===== config.mk =====
export PLATFORM = sky130hd
export DESIGN_NAME = serial_to_parallel_rx_flat
export DESIGN_NICKNAME = d
export VERILOG_FILES = /design/src/rtl/serial_to_parallel_rx_pkg.sv /design/src/rtl/serial_to_parallel_rx_if.sv /design/src/rtl/serial_to_parallel_rx_out_slot.sv /design/src/rtl/serial_to_parallel_rx.sv /design/src/flat_wrapper.sv
export SDC_FILE = /design/constraint.sdc
export NUM_CORES = 1
export LEC_CHECK = 0
export CAP_MARGIN = 20
export CORE_AREA = 10 10 57 59
export CTS_BUF_LIST = sky130_fd_sc_hd__clkbuf_2 sky130_fd_sc_hd__clkbuf_4 sky130_fd_sc_hd__clkbuf_8
export CTS_CLUSTER_SIZE = 24
export DETAILED_ROUTE_END_ITERATION = 6
export DIE_AREA = 0 0 67 69
export PLACE_DENSITY = 0.55
export SLEW_MARGIN = 20
export SYNTH_ARGS = -nofsm -noshare
export SYNTH_HDL_FRONTEND = slang
export SYNTH_SLANG_ARGS = --single-unit

===== constraint.sdc =====
create_clock -name clk -period 1.9 [get_ports clk]
set_clock_uncertainty 0.1 [all_clocks]
set_input_delay 0.38 -clock clk [delete_from_list [all_inputs] [get_ports clk]]
set_output_delay 0.38 -clock clk [all_outputs]
set_load 0.02 [all_outputs]

===== src/rtl/serial_to_parallel_rx_pkg.sv =====
// Shared constants for the serial-to-parallel receiver.
package s2p_pkg;
  localparam int S2P_WIDTH = 4;

  // Bit-counter width for a given word length (never narrower than 1 bit)
  function automatic int cnt_w(input int w);
    return (w <= 2) ? 1 : $clog2(w);
  endfunction

  localparam int CNT_W = cnt_w(S2P_WIDTH);
endpackage


===== src/rtl/serial_to_parallel_rx_if.sv =====
// Serial link input plus parallel word handshake of the receiver.
interface serial_to_parallel_rx_if
  import s2p_pkg::*;
#(
  parameter int WIDTH = S2P_WIDTH
);
  logic             serial_in;
  logic             shift_en;
  logic             sync;
  logic             data_ack;
  logic             clear_err;
  logic [WIDTH-1:0] parallel_out;
  logic             data_valid;
  logic             busy;
  logic             overrun;

  // Link/consumer side: drives bits and acks, observes the word slot
  modport master (
    output serial_in, shift_en, sync, data_ack, clear_err,
    input  parallel_out, data_valid, busy, overrun
  );

  // Receiver side
  modport slave (
    input  serial_in, shift_en, sync, data_ack, clear_err,
    output parallel_out, data_valid, busy, overrun
  );
endinterface


===== src/rtl/serial_to_parallel_rx_out_slot.sv =====
// Single-entry output slot: holds the last delivered word, its valid flag
// and the sticky overrun flag for words that arrived while the slot was full.
module s2p_out_slot
  import s2p_pkg::*;
#(
  parameter int WIDTH = S2P_WIDTH
) (
  input  logic             clk,
  input  logic             rst,
  input  logic [WIDTH-1:0] word,
  input  logic             complete,
  input  logic             data_ack,
  input  logic             clear_err,
  output logic [WIDTH-1:0] parallel_out,
  output logic             data_valid,
  output logic             overrun
);
  logic slot_free;
  logic drop;

  // An ack in the same cycle frees the slot for an arriving word
  assign slot_free = !data_valid || data_ack;
  assign drop      = complete && !slot_free;

  // Deliver, ack, and record drops; a drop beats clear_err in the same cycle
  always_ff @(posedge clk or negedge rst) begin
    if (!rst) begin
      parallel_out <= '0;
      data_valid   <= 1'b0;
      overrun      <= 1'b0;
    end else begin
      if (complete && slot_free) begin
        parallel_out <= word;
        data_valid   <= 1'b1;
      end else if (data_ack) begin
        data_valid   <= 1'b0;
      end
      if (drop)           overrun <= 1'b1;
      else if (clear_err) overrun <= 1'b0;
    end
  end
endmodule


===== src/rtl/serial_to_parallel_rx.sv =====
// Serial-to-parallel receiver: shifts MSB-first bits into a word, with
// gapped sampling and word-boundary resync, then hands words to the slot.
module serial_to_parallel_rx
  import s2p_pkg::*;
#(
  parameter int WIDTH = S2P_WIDTH
) (
  input  logic                   clk,
  input  logic                   rst,
  serial_to_parallel_rx_if.slave bus
);
  localparam int CW = cnt_w(WIDTH);
  localparam logic [CW-1:0] LAST = CW'(WIDTH - 1);

  logic [WIDTH-1:0] sr;
  logic [CW-1:0]    cnt;
  logic [WIDTH-1:0] word;
  logic             complete;

  // A sample during sync starts a fresh word, so it can never complete one
  assign word     = {sr[WIDTH-2:0], bus.serial_in};
  assign complete = bus.shift_en && !bus.sync && (cnt == LAST);
  assign bus.busy = (cnt != '0);

  // Shift register and bit counter; sync restarts the word boundary
  always_ff @(posedge clk or negedge rst) begin
    if (!rst) begin
      sr  <= '0;
      cnt <= '0;
    end else if (bus.sync) begin
      if (bus.shift_en) begin
        sr  <= {{(WIDTH-1){1'b0}}, bus.serial_in};
        cnt <= CW'(1);
      end else begin
        sr  <= '0;
        cnt <= '0;
      end
    end else if (bus.shift_en) begin
      sr  <= word;
      cnt <= (cnt == LAST) ? '0 : cnt + CW'(1);
    end
  end

  s2p_out_slot #(.WIDTH(WIDTH)) u_slot (
    .clk          (clk),
    .rst          (rst),
    .word         (word),
    .complete     (complete),
    .data_ack     (bus.data_ack),
    .clear_err    (bus.clear_err),
    .parallel_out (bus.parallel_out),
    .data_valid   (bus.data_valid),
    .overrun      (bus.overrun)
  );
endmodule

===== src/flat_wrapper.sv =====
// flat-port wrapper written by rule: the top's interface ports become plain ports
module serial_to_parallel_rx_flat import s2p_pkg::*;
#(
  parameter int WIDTH = S2P_WIDTH
)
  (clk, rst, bus_serial_in, bus_shift_en, bus_sync, bus_data_ack, bus_clear_err, bus_parallel_out, bus_data_valid, bus_busy, bus_overrun);
  serial_to_parallel_rx_if #(.WIDTH(WIDTH)) bus_i ();
  input  logic clk;
  input  logic rst;
  input wire logic [$bits(bus_i.serial_in)-1:0] bus_serial_in;
  input wire logic [$bits(bus_i.shift_en)-1:0] bus_shift_en;
  input wire logic [$bits(bus_i.sync)-1:0] bus_sync;
  input wire logic [$bits(bus_i.data_ack)-1:0] bus_data_ack;
  input wire logic [$bits(bus_i.clear_err)-1:0] bus_clear_err;
  output wire logic [$bits(bus_i.parallel_out)-1:0] bus_parallel_out;
  output wire logic [$bits(bus_i.data_valid)-1:0] bus_data_valid;
  output wire logic [$bits(bus_i.busy)-1:0] bus_busy;
  output wire logic [$bits(bus_i.overrun)-1:0] bus_overrun;
  assign bus_i.serial_in = bus_serial_in;
  assign bus_i.shift_en = bus_shift_en;
  assign bus_i.sync = bus_sync;
  assign bus_i.data_ack = bus_data_ack;
  assign bus_i.clear_err = bus_clear_err;
  assign bus_parallel_out = bus_i.parallel_out;
  assign bus_data_valid = bus_i.data_valid;
  assign bus_busy = bus_i.busy;
  assign bus_overrun = bus_i.overrun;
  serial_to_parallel_rx #(.WIDTH(WIDTH)) u_core (.clk(clk), .rst(rst), .bus(bus_i));
endmodule

==> results_dict.tcl <==
set metrics [dict create \
    grt_overflow_total 0 \
    grt_max_degree 12 \
    rsz0062_at_grt "false" \
    die-area_mm2 0.004623 \
    fin_crit_sh 0.9284 \
    worst_slew_pin_slew_ns 0.5036 \
    avgSynthCellArea_um2 13.06 \
    max_freq_mhz 566.9 \
    vias 333 \
    finalWorstSetupSlack_ns 0.1360 \
    yosysSeqAreaShare 0.5405 \
    synthToLayoutAreaGrowth_pct 38.82 \
    num_rows 17 \
    cts_hold_repair.buffers 0 \
    synthMuxAreaShare 0.1769 \
    wl_met1_um 444 \
    async_flop_share 1.000 \
    crit_slowest_cell "dfrtp_1" \
    antenna_found_initial 0 \
    min_path_type "in -> async" \
    setup_tns_ns 0 \
    cts_tree "done" \
    cts_sinks 11 \
    drt-initial-drc-count 5 \
    synth_edf_count 0 \
    start_kind "flip-flop" \
    postCtsSetupRepairBufs 0 \
    antenna_cells 0 \
    max_slew_margin 0.6632 \
    ant_nets 0 \
    initial_core_util 0.2370 \
    end_kind "primary output" \
    gp_congestion 0.6629 \
    fp.dieH_um 69 \
    syn_inst 39 \
    crit_chain "inv_1 > ha_1 > inv_1 > dlygate4sd2_1" \
    post-place-ws_ns 0.1287 \
    synth_nets 48 \
    synthFlopType "dfrtp_1" \
    drc 0 \
    p_per_area_mw_per_mm2 831.0 \
    hpwl_um 822.8 \
    viasPerCell 3.918 \
    synth-compound-area-share 0.04668 \
    finish.net_count 67 \
    io_buffers 13 \
    critPathRequiredTime_ns 1.42 \
    grt_pass1_wl_um 1683 \
    cts.reportedPaths.clkPinSlew_ns 0.07 \
    critPathMostFrequentCell "inv_1" \
    routed_wl_um 1019 \
    die_w_um 67 \
    yosysWarnings 0 \
    synth-seq-cells 11 \
    stdcell_count 85 \
    hold_viol 0 \
    cts-root-buf "clkbuf_4" \
    crit_fanout 3 \
    cts.htree.levels 1 \
    finalCriticalPeriod_ns 1.764 \
    insertion_delay_ns 0.27 \
    crit_arrival_ns 1.28 \
    wl_met3_um 109 \
    dr.pass1.iters 3 \
    cts_made_buffers 3 \
    outcome "finished, final reports clean" \
    top_layer_used "met4" \
    synthAdderAreaFrac 0.04914 \
    synthTopCellsByCount "11 x dfrtp_1, 4 x inv_1, 4 x mux2_4, 4 x nor2_1, 3 x mux2i_1" \
    critical_path_class "reg -> out" \
    routed-wl-met2_um 431 \
    dp.cells 81 \
    synthXorXnorAreaFrac 0 \
    slowest_delay_ns 0.38 \
    cts_buffer_depth 2 \
    synth.distinct_cells 14 \
    report.final.setup_viol 0 \
    layout-drive-gt1-share 0.2105 \
    drv_slew 0 \
    io_pins 14 \
    core-area_mm2 0.002148 \
    maxCapViolations 0 \
    grt_pass1_vias 362 \
    track_usage 0.04925 \
    synth_area_leaders "dfrtp_1 54%, mux2_4 12%, mux2i_1 5.9%" \
    synth_top_family_by_area "multiplexers" \
    p_leak_nw 0.3506 \
    netlist_area_um2 509.2 \
    yosysMostFrequentCell "dfrtp_1" \
    ir_drop_mv 0.4179 \
    synth_simple_gate_area_share 0.1351 \
    routedWlPerCell_um 11.99 \
    synth.largest_area_cell "dfrtp_1" \
    yosysTopAreaCellShare 0.5405 \
]
## timing repair
item | CTS | global route
hold endpoints to repair | 0 | 0
setup endpoints to repair | 1 | 0
gates resized for setup | 1 | 0
## worst max-delay path: cells and delay by family, from the launching register on
kind	cells	cell delay (ns)
buf+inv	3	0.43
flops	1	0.38
fa+ha+maj	1	0.20
## layout make-up
type,instances,area [µm²]
Clock buffer,4,30.03
Tap cell,28,35.03
Multi-Input combinational cell,23,207.7
Timing Repair Buffer,15,143.9
Inverter,4,15.01
Sequential cell,11,275.3
Fill cell,220,1441
## registers in the layout, summed over array words and instances, names as in the netlist
| name | flops |
|---|---|
| u_core.u_slot.parallel_out | 4 |
| u_core.sr | 3 |
| u_core.cnt | 2 |
| u_core.u_slot.data_valid | 1 |
| u_core.u_slot.overrun | 1 |
## layout by cell type (no fill, tap or decap)
| cell type | netlist | routed |
|---|---|---|
| o21ai_0 | 2 | 2 |
| nand3b_4 | 1 | 1 |
| clkbuf_4 | 0 | 4 |
| o31ai_1 | 1 | 1 |
| clkdlybuf4s50_1 | 0 | 12 |
| mux2i_1 | 3 | 3 |
| mux2_4 | 4 | 4 |
| o22ai_1 | 1 | 1 |
| nand2b_1 | 2 | 2 |
| ha_1 | 2 | 2 |
| nor2b_4 | 1 | 1 |
| nor2_1 | 4 | 4 |
| buf_4 | 0 | 2 |
| inv_1 | 4 | 4 |
| dlygate4sd2_1 | 0 | 1 |
| dfrtp_1 | 11 | 11 |
| nand2_1 | 2 | 2 |
## per-stage QoR
step	utilization	power [W]	hold WS, ns	area (µm²)
2_1_floorplan	-	0.0003527	-0.01559	509.2
3_5_place_dp	0.3157	0.0004252	0.4063	678.2
6_report	0.3291	0.0005875	0.3453	706.9
3_3_place_gp	0.3157	0.0004220	0.4016	678.2
5_1_grt	0.3291	0.0006272	0.3790	706.9
4_1_cts	0.3291	0.0006019	0.3562	706.9
## cells by family (layout without fill, tap and decap cells)
family	after synthesis	count (layout)
AOI/OAI and AO/OA	4	4
adders and majority gates	2	2
buffers and inverters	5	23
DFF	11	11
muxes	7	7
and+or+nand+nor	10	10
## power by group
group	total, W	internal (W)	leakage [nW]	switching [W]
Clock	0.000172	0.0000956	0.0184	0.0000765
Sequential	0.000275	0.000259	0.147	0.0000162
Combinational	0.000140	0.0000787	0.186	0.0000617
Total	0.000587	0.000433	0.351	0.000154
## routing by layer
layer  GRT usage  vias to the layer above
met5           0                        -
met4     0.04072                        0
met3     0.03060                        4
met2     0.06172                       14
met1     0.05601                      151
li1            -                      164
## path summary, 6_finish.rpt
path / startpoint / endpoint / slack (ns) / cells after the start
max: u_core.cnt[0]$_DFFE_PN0P_ / bus_busy / 0.14 / 4
min reg2reg: u_core.u_slot.parallel_out[1]$_DFFE_PN0P_ / u_core.u_slot.parallel_out[1]$_DFFE_PN0P_ / 0.42 / 1
min in group clk: u_core.u_slot.parallel_out[1]$_DFFE_PN0P_ / u_core.u_slot.parallel_out[1]$_DFFE_PN0P_ / 0.42 / 1
max in group asynchronous: rst / u_core.u_slot.overrun$_DFFE_PN0P_ / 1.01 / 1
min: rst / u_core.cnt[0]$_DFFE_PN0P_ / 0.35 / 1
max reg2reg: u_core.cnt[1]$_DFFE_PN0P_ / u_core.u_slot.parallel_out[2]$_DFFE_PN0P_ / 0.45 / 4
Power figures use the tool's default switching activity.
